===== config.mk =====
export PLATFORM = sky130hd
export DESIGN_NAME = demux_tree_node
export DESIGN_NICKNAME = d
export VERILOG_FILES = /design/src/rtl/demux_tree_node_pkg.sv /design/src/rtl/demux_tree_node_skid_fifo2.sv /design/src/rtl/demux_tree_node.sv
export SDC_FILE = /design/constraint.sdc
export NUM_CORES = 1
export LEC_CHECK = 0
export CORE_ASPECT_RATIO = 0.7
export CORE_MARGIN = 4
export CORE_UTILIZATION = 39
export CTS_BUF_LIST = sky130_fd_sc_hd__clkbuf_8
export DETAILED_ROUTE_END_ITERATION = 6
export GPL_ROUTABILITY_DRIVEN = 0
export PLACE_DENSITY = 0.74
export REMOVE_ABC_BUFFERS = 1
export SYNTH_ARGS = -nofsm -noshare
export SYNTH_HDL_FRONTEND = slang
export SYNTH_SLANG_ARGS = --single-unit

===== constraint.sdc =====
create_clock -name clk -period 16 [get_ports clk]
set_input_delay 4 -clock clk [delete_from_list [all_inputs] [get_ports clk]]
set_output_delay 4 -clock clk [all_outputs]
set_load 0.01 [all_outputs]

===== src/rtl/demux_tree_node_pkg.sv =====
`default_nettype none
// ============================================================================
//  demux_tree_node_pkg
//  Shared encodings for the demux tree node: FSM states, side select, entry layout.
//  Revision: 1.0
// ============================================================================
package demux_tree_node_pkg;

    typedef enum logic [1:0] {
        IDLE  = 2'd0,
        FWD_L = 2'd1,
        FWD_R = 2'd2
    } state_e;

    localparam logic SEL_L = 1'b0;
    localparam logic SEL_R = 1'b1;

    // Entry = {data, last, dest}; META_W covers the last and dest bits.
    localparam int META_W    = 2;
    localparam int DEST_BIT  = 0;
    localparam int LAST_BIT  = 1;

    function automatic logic pick_branch(
        input logic l_av,
        input logic r_av,
        input logic prev_sel,
        input logic rr_en
    );
        logic sel;
        sel = SEL_L;
        if (l_av && r_av) begin
            sel = rr_en ? ~prev_sel : SEL_L;
        end else if (r_av) begin
            sel = SEL_R;
        end
        return sel;
    endfunction

endpackage
`default_nettype wire


===== src/rtl/demux_tree_node_skid_fifo2.sv =====
`default_nettype none
// ============================================================================
//  skid_fifo2
//  Two-entry FIFO with registered occupancy; full/empty decode from the count register.
//  Revision: 1.0
// ============================================================================
module skid_fifo2 #(
    parameter int WIDTH = 66
) (
    input  logic             clk,
    input  logic             rst_n,
    input  logic             push,
    input  logic [WIDTH-1:0] din,
    input  logic             pop,
    output logic [WIDTH-1:0] dout,
    output logic             full,
    output logic             empty
);

    logic [WIDTH-1:0] mem [2];
    logic             wr_ptr;
    logic             rd_ptr;
    logic [1:0]       count;
    logic             push_ok;
    logic             pop_ok;

    assign full    = (count == 2'd2);
    assign empty   = (count == 2'd0);
    assign push_ok = push && !full;
    assign pop_ok  = pop && !empty;
    assign dout    = mem[rd_ptr];

    always_ff @(posedge clk) begin
        if (push_ok) begin
            mem[wr_ptr] <= din;
        end
    end

    always_ff @(posedge clk or negedge rst_n) begin
        if (!rst_n) begin
            wr_ptr <= 1'b0;
            rd_ptr <= 1'b0;
            count  <= 2'd0;
        end else begin
            if (push_ok) begin
                wr_ptr <= ~wr_ptr;
            end
            if (pop_ok) begin
                rd_ptr <= ~rd_ptr;
            end
            count <= count + {1'b0, push_ok} - {1'b0, pop_ok};
        end
    end

endmodule
`default_nettype wire


===== src/rtl/demux_tree_node.sv =====
`default_nettype none
// ============================================================================
//  demux_tree_node
//  One node of a binary packet demux tree: whole packets steered to L or R child.
//  Revision: 1.0
// ============================================================================
module demux_tree_node
    import demux_tree_node_pkg::*;
#(
    parameter int DATA_WIDTH = 64,
    parameter int RR_ENABLE  = 1
) (
    input  logic                  clk,
    input  logic                  rst_n,
    input  logic [DATA_WIDTH-1:0] s_data,
    input  logic                  s_last,
    input  logic                  s_valid,
    output logic                  s_ready,
    input  logic                  l_avail,
    output logic [DATA_WIDTH-1:0] l_data,
    output logic                  l_last,
    output logic                  l_valid,
    input  logic                  l_ready,
    input  logic                  r_avail,
    output logic [DATA_WIDTH-1:0] r_data,
    output logic                  r_last,
    output logic                  r_valid,
    input  logic                  r_ready,
    output logic                  busy,
    output logic                  cur_sel
);

    localparam int ENTRY_W = DATA_WIDTH + META_W;

    state_e                state;
    state_e                next_state;
    logic                  last_sel;
    logic                  run;
    logic                  new_sel;
    logic                  push_dest;
    logic                  push;
    logic                  pop;
    logic                  full;
    logic                  empty;
    logic [ENTRY_W-1:0]    head;
    logic [DATA_WIDTH-1:0] head_data;
    logic                  head_last;
    logic                  head_dest;
    logic [DATA_WIDTH-1:0] l_data_hold;
    logic                  l_last_hold;
    logic [DATA_WIDTH-1:0] r_data_hold;
    logic                  r_last_hold;

    assign new_sel = pick_branch(l_avail, r_avail, last_sel, RR_ENABLE != 0);

    // run keeps s_ready low while in reset and for the first edge after it.
    assign s_ready = run && !full && ((state != IDLE) || l_avail || r_avail);
    assign push    = s_valid && s_ready;

    always_comb begin
        next_state = state;
        push_dest  = SEL_L;
        case (state)
            IDLE: begin
                push_dest = new_sel;
                if (push && !s_last) begin
                    next_state = (new_sel == SEL_R) ? FWD_R : FWD_L;
                end
            end
            FWD_L: begin
                push_dest = SEL_L;
                if (push && s_last) begin
                    next_state = IDLE;
                end
            end
            FWD_R: begin
                push_dest = SEL_R;
                if (push && s_last) begin
                    next_state = IDLE;
                end
            end
            default: next_state = IDLE;
        endcase
    end

    always_ff @(posedge clk or negedge rst_n) begin
        if (!rst_n) begin
            state    <= IDLE;
            last_sel <= SEL_R;
            cur_sel  <= SEL_L;
            run      <= 1'b0;
        end else begin
            run   <= 1'b1;
            state <= next_state;
            if (push && (state == IDLE)) begin
                last_sel <= new_sel;
                cur_sel  <= new_sel;
            end
        end
    end

    skid_fifo2 #(
        .WIDTH (ENTRY_W)
    ) u_fifo (
        .clk   (clk),
        .rst_n (rst_n),
        .push  (push),
        .din   ({s_data, s_last, push_dest}),
        .pop   (pop),
        .dout  (head),
        .full  (full),
        .empty (empty)
    );

    assign head_data = head[ENTRY_W-1:META_W];
    assign head_last = head[LAST_BIT];
    assign head_dest = head[DEST_BIT];

    assign l_valid = !empty && (head_dest == SEL_L);
    assign r_valid = !empty && (head_dest == SEL_R);
    assign pop     = (l_valid && l_ready) || (r_valid && r_ready);

    // The idle side keeps showing the last beat it was offered.
    always_ff @(posedge clk or negedge rst_n) begin
        if (!rst_n) begin
            l_data_hold <= '0;
            l_last_hold <= 1'b0;
            r_data_hold <= '0;
            r_last_hold <= 1'b0;
        end else begin
            if (l_valid) begin
                l_data_hold <= head_data;
                l_last_hold <= head_last;
            end
            if (r_valid) begin
                r_data_hold <= head_data;
                r_last_hold <= head_last;
            end
        end
    end

    assign l_data = l_valid ? head_data : l_data_hold;
    assign l_last = l_valid ? head_last : l_last_hold;
    assign r_data = r_valid ? head_data : r_data_hold;
    assign r_last = r_valid ? head_last : r_last_hold;

    assign busy = (state != IDLE) || !empty;

endmodule
`default_nettype wire

After elaboration in Yosys (flattened, before gate mapping):

Memories as Yosys holds them, arrays and structs flattened.
Cells that the tools add are included.

* multiplexer cells: 13
* add/subtract/negate cells: 2
* equality and inequality tests: 5
* bitwise operators: 4
* reduce and logical (&&, ||, !) cells: 25

Operators by type and width (count)
* 64-bit 2-to-1 mux: 2
* 1-bit logical AND: 13
* 1-bit 2-to-1 mux: 6
* 2-bit 2-to-1 mux: 3
* 2-bit equality test (second input constant): 2
* 2-bit logical NOT: 2
* 1-bit logical OR: 4
* 1-bit inverter: 4
* 2-bit one-hot mux with 2 select lines: 1
* 1-bit logical NOT: 3
* 2-bit by 1-bit adder with 2-bit output: 1
* 2-bit by 1-bit equality test with 1-bit output (second input constant): 1
* 2-bit by 1-bit != test with 1-bit output (second input constant): 1
* 2-bit != test (second input constant): 1
* 1-bit one-hot mux with 2 select lines: 1
* 2-bit AND reduction: 1
* 2-bit nonzero test: 1
* 2-bit OR reduction: 1
* 2-bit by 1-bit subtractor with 2-bit output: 1

* input bits: 72
* memories: 1
* bits in registers: 139
* output and inout bits: 135
* word-level logic and storage cells: 61
* bits in writable memories: 132

Memory list
* u_fifo.mem: depth 2, width 66, rd ports 1, clocked after Yosys merged registers in 0, wr ports 1, RTL line demux_tree_node_skid_fifo2.sv:20 `logic [WIDTH-1:0] mem [2];`

Logic depth before layout (Yosys ltp):

* word-level depth: 8
* depth in mapped cells: 7
* gate-level depth less buffers: 6

Cells and area by module:

Synthesis repeated with hierarchy kept, for this count alone.

* cell total of the unflattened synthesis: 669
* area, all modules: 10252.3 um^2

By module, submodules not included
* demux_tree_node: times used 1, seq. area each 3379.5 um^2, cells an instance 446, area an instance 5178.7 um^2
* skid_fifo2: times used 1, seq. area each 4063.9 um^2, cells an instance 223, area an instance 5073.6 um^2

Worst setup path after synthesis:

OpenSTA, ideal clock, no wires.

* path type: input-to-reg
* start: input l_avail
* end: memory u_fifo.mem[0][0] (enable)
* data arrival time: 10.367 ns
* setup time: 0.653 ns
* buffers on the path: 0
* stages: 2
* setup slack: 4.980 ns
* required time: 15.347 ns
* cell sequence: nor3b_4 nor4_1

* word-level cells in the longest chain between the ends: 7

Ends and longest elaborated chain
* start, declared: RTL line demux_tree_node.sv:19 `input logic l_avail,`
* 1-bit logical OR (2 in series): RTL line demux_tree_node.sv:57 `assign s_ready = run && !full && ((state != IDLE) || l_avail || r_avail);`
* 1-bit logical AND: RTL line demux_tree_node.sv:57
* 1-bit logical AND: RTL line demux_tree_node.sv:58 `assign push = s_valid && s_ready;`
* 1-bit logical AND: RTL line demux_tree_node_skid_fifo2.sv:29 `assign push_ok = push && !full;`
* 1-bit 2-to-1 mux: RTL line demux_tree_node_skid_fifo2.sv:34 `if (push_ok) begin`
* 1-bit 2-to-1 mux (implied by the code): RTL line demux_tree_node_skid_fifo2.sv:35 `mem[wr_ptr] <= din;`
* end, declared: RTL line demux_tree_node_skid_fifo2.sv:20

No other way between the ends.

Final worst setup path:

* start: input l_avail
* end: output s_ready

* word-level cells in the longest chain between the ends: 3

Ends and longest elaborated chain
* 1-bit logical OR (2 in series): RTL line demux_tree_node.sv:57
* 1-bit logical AND: RTL line demux_tree_node.sv:57
* end, declared: RTL line demux_tree_node.sv:18 `output logic s_ready,`

No other way between the ends.

==> results.md <==
| Step | Metric | Value |
| --- | --- | --- |
| detailed routing | Residual DRC | 0 |
| sta | Unrepaired setup endpoints after global routing | false |
| synthesis | Top FF cell, synth | sky130_fd_sc_hd__dfrtp_1 |
| synthesis | Most instantiated library cell after synthesis | sky130_fd_sc_hd__mux2_2 |
| synthesis | Cell taking the most area after synthesis | sky130_fd_sc_hd__edfxtp_1 |
| layout | Final-layout fill cell count | 2,113 |
| place | Placed Instances | 1,078 |
| place | Port buffer count | 206 |
| sta | Tightest hold margin | 0.485 ns |
| detailed routing | Via total after detailed routing | 5,446 |
| grt | Largest net degree at the start of global routing | 73 |
| synthesis | Most frequent cells after synthesis | 152 x sky130_fd_sc_hd__mux2_2, 138 x sky130_fd_sc_hd__dfrtp_1, 132 x sky130_fd_sc_hd__edfxtp_1, 39 x sky130_fd_sc_hd__mux2_4 |
| sta | Shortest period the worst path allows | 9.43 ns |
| die | Core Footprint | 25,900 sq um |
| critical path | Endpoint class of the critical path | output port |
| detailed routing | Routed wire length | 22.7 mm |
| cts | Register clock-pin slew on the reported worst setup and hold paths | 0.06 ns |
| place | Half-perimeter wire length after placement | 13.8 mm |
| sta | Post-route clock period utilization | 59.0% |
| layout | Layout cells sized above 1 | 34.0% |
| layout | Total number of nets in the final design | 840 |
| cts | Buffer levels on the longest clock path | 3 |
| sta | Fin Clk Skew | 0.0330 ns |
| critical path | Arrival time reported for the critical path endpoint | 5.43 ns |
| synthesis | Top cells by area, synth | sky130_fd_sc_hd__edfxtp_1 38%, sky130_fd_sc_hd__dfrtp_1 33%, sky130_fd_sc_hd__mux2_2 17%, sky130_fd_sc_hd__mux2_4 5.7%, sky130_fd_sc_hd__buf_6 0.76% |
| detailed routing | Via-to-Cell Ratio | 4.71 |
| cts | Total CTS buffers | 42 |
| sta | Final Max Tran Viols | 0 |
| run | Max-Cap Viols | 0 |
| layout | Fin cells | 1,156 |
| critical path | Worst path required time | 12.00 ns |
| cts | H-tree level count | 2 |
| grt | First-pass GRT wire length | 34.7 mm |
| synthesis | Portion of the post-synthesis area used by sequential elements | 72.1% |
| grt | Routing usage on met2 | 23.2% |
| cts | Worst-Skew Late Latency | 0.55 ns |
| status | Outcome | completed |
| sta | Minimum setup slack in the final design | 6.57 ns |
| synthesis | Fraction of synthesized cell area taken by the top area cell type | 38.4% |
| critical path | Critical path fanouts, max | 5 |
| sta | Slew at the pin with the worst max-slew slack | 1.03 ns |
| grt | Antenna violations before repair | 3 |
| critical path | Worst setup path start | l_avail |
| detailed routing | Number of iterations in the first detailed-routing pass | 4 |
| detailed routing | Number of antenna-violating nets in the routed design | 0 |
| grt | Total global routing overflow | 0 |
| critical path | Count of cells along the worst register-to-register path | 5 |
| die | Die footprint | 29,200 sq um |
| cts | Master cell of the clock root buffer | sky130_fd_sc_hd__clkbuf_8 |
| cts | Clock tree sinks | 271 |
| synthesis | Synthesized area per cell | 19.4 sq um |
| critical path | Kind of start point of the critical path | input port |
| critical path | Setup slack on the worst flop-to-flop path | 13.21 ns |
| die | Initial standard-cell utilization of the core | 39.9% |
| critical path | Reg-to-reg startpoint | state[1]$_DFFE_PN0P_ |
| critical path | Critical path start-end classification | in2out |
| grt | Vias in the first global route | 6,044 |
| min path | Hold path cells | 1 |
| synthesis | Synthesis warning total | 0 |
| grt | Global-route track usage on met1 | 21.7% |
| grt | Met3 track demand over resource | 4.98% |
| sta | Max-slew headroom | 31.4% |
| layout | Area grow syn2layout | 31.6% |
| sta | Post-Route Setup TNS | 0 ns |
| die | Row Count | 49 |
| pwr | Maximum resistive drop on vdd | 0.147 mV |
| synthesis | Async S/R FF share, synth | 51.3% |
| min path | Worst Min Path Start | r_data_hold[44]$_DFF_PN0_ |
| die | Ports placed on the boundary | 207 |
| die | Horizontal die dimension | 202 microns |
| detailed routing | DRC marker count from the first detailed-route iteration | 203 |
| cts | CTS tree | done |
| die | Chip height | 144 microns |
| synthesis | Synth cell types | 34 |
| sta | Hold Vio Cnt, Final | 0 |
| cts | # Post-CTS Setup Buffers | 0 |
| synthesis | Number of flops mapped to enable cells by yosys | 132 |
| place | Pre-CTS setup slack | 6.57 ns |
| sta | Fmax achieved | 106 MHz |
| min path | Path class of the lowest-slack min-delay path | reg2reg |
| pwr | Power density of the placed cells | 220 nW/um^2 |
| synthesis | Combined area of all synthesized cells | 10,300 sq um |
| layout | Final non-filler cell area | 13,600 sq um |
| place | Placed Area | 12,700 sq um |
| cts | Post-cts repair resize count | 0 |
| synthesis | Post-synthesis sequential element count | 271 |
| sta | Final count of negative-setup-slack endpoints | 0 |
| synthesis | Post-synthesis cell count | 532 |
| detailed routing | Routed len/inst | 19.6 microns |
| grt | Most crowded layer after global routing | met2 |
| grt | Total routing resource utilization after global routing | 15.3% |
| cts | Hold-fix buffers at CTS | 0 |
| pwr | Leakage component of the power | 5.22 nW |
## metrics by stage
stage / util (%) / power, W
2_1_floorplan: - / 0.00175
3_3_place_gp: 49.2 / 0.00241
3_5_place_dp: 49.2 / 0.00243
4_1_cts: 52.5 / 0.00303
5_1_grt: 52.5 / 0.00315
6_report: 52.5 / 0.00298
## worst paths after layout
| kind | to |
|---|---|
| max in group asynchronous | l_data_hold[47]$_DFF_PN0_ |
| setup reg to reg | u_fifo.mem[1][37]$_DFFE_PP_ |
| hold reg to reg | r_data_hold[44]$_DFF_PN0_ |
| hold / removal | r_data_hold[44]$_DFF_PN0_ |
| setup / recovery | s_ready |
| min in group asynchronous | l_data_hold[1]$_DFF_PN0_ |
## placed cells by master, fill, tap and decap left out, types with 2 or more instances in the layout
cell | synthesis | final
sky130_fd_sc_hd__mux2_1 | 7 | 7
sky130_fd_sc_hd__mux2_2 | 152 | 152
sky130_fd_sc_hd__nor2_1 | 2 | 2
sky130_fd_sc_hd__clkinvlp_4 | 0 | 2
sky130_fd_sc_hd__xnor2_1 | 3 | 3
sky130_fd_sc_hd__ha_1 | 3 | 3
sky130_fd_sc_hd__clkdlybuf4s50_1 | 0 | 205
sky130_fd_sc_hd__dfrtp_1 | 138 | 137
sky130_fd_sc_hd__nand2_1 | 2 | 2
sky130_fd_sc_hd__mux2i_1 | 5 | 5
sky130_fd_sc_hd__buf_4 | 5 | 5
sky130_fd_sc_hd__mux2_4 | 39 | 39
sky130_fd_sc_hd__inv_1 | 3 | 17
sky130_fd_sc_hd__clkinv_1 | 0 | 2
sky130_fd_sc_hd__clkbuf_8 | 0 | 53
sky130_fd_sc_hd__clkinv_2 | 0 | 5
sky130_fd_sc_hd__and2b_4 | 2 | 2
sky130_fd_sc_hd__edfxtp_1 | 132 | 132
sky130_fd_sc_hd__o21ai_0 | 3 | 3
## registers in the layout, summed over array words and instances (netlist names)
signal	cells
l_data_hold	64
r_last_hold	1
u_fifo.wr_ptr	1
r_data_hold	64
run	1
u_fifo.mem	132
u_fifo.rd_ptr	1
u_fifo.count	2
last_sel	1
state	2
l_last_hold	1
cur_sel	1
## worst max-delay path, stage by stage
cell and delay, ns:
sky130_fd_sc_hd__clkdlybuf4s50_1 0.54, sky130_fd_sc_hd__nor3b_4 0.08, sky130_fd_sc_hd__nor3b_1 0.23, sky130_fd_sc_hd__clkdlybuf4s50_1 0.58
## cell families after synthesis
family / Yosys count / synth area share (%)
AOI/OAI and AO/OA: 8 / 0.533
xor gates and xnor gates: 4 / 0.339
buffers and inverters: 25 / 1.67
muxes: 204 / 23.7
DFF: 271 / 72.1
other: 1 / 0.0363
adders and majority gates: 3 / 0.364
and+or+nand+nor: 16 / 1.21
## final cells by class
type,count,area (sq um),share of cell area (%)
clock inverter,24,130,0.958
tap,357,447,3.29
antenna,1,2.50,0.0184
clock buffer,53,729,5.37
timing repair buffer,211,2100,15.5
multi-input combinational,236,2720,20.0
inverter,3,11.3,0.0829
sequential,271,7450,54.8
## metal layers
layer	part of all wire (%)	routed length, microns
met1	48	10800
met2	43	9780
met3	7.6	1730
met4	1.3	300
met5	0.17	39
## power breakdown
group	leakage (nW)	switching, W	internal [W]
combinational	1.89	0.000601	0.000783
clock	0.493	0.000264	0.000315
sequential	2.83	0.0000584	0.000962
(Power assumes the default switching activity.)
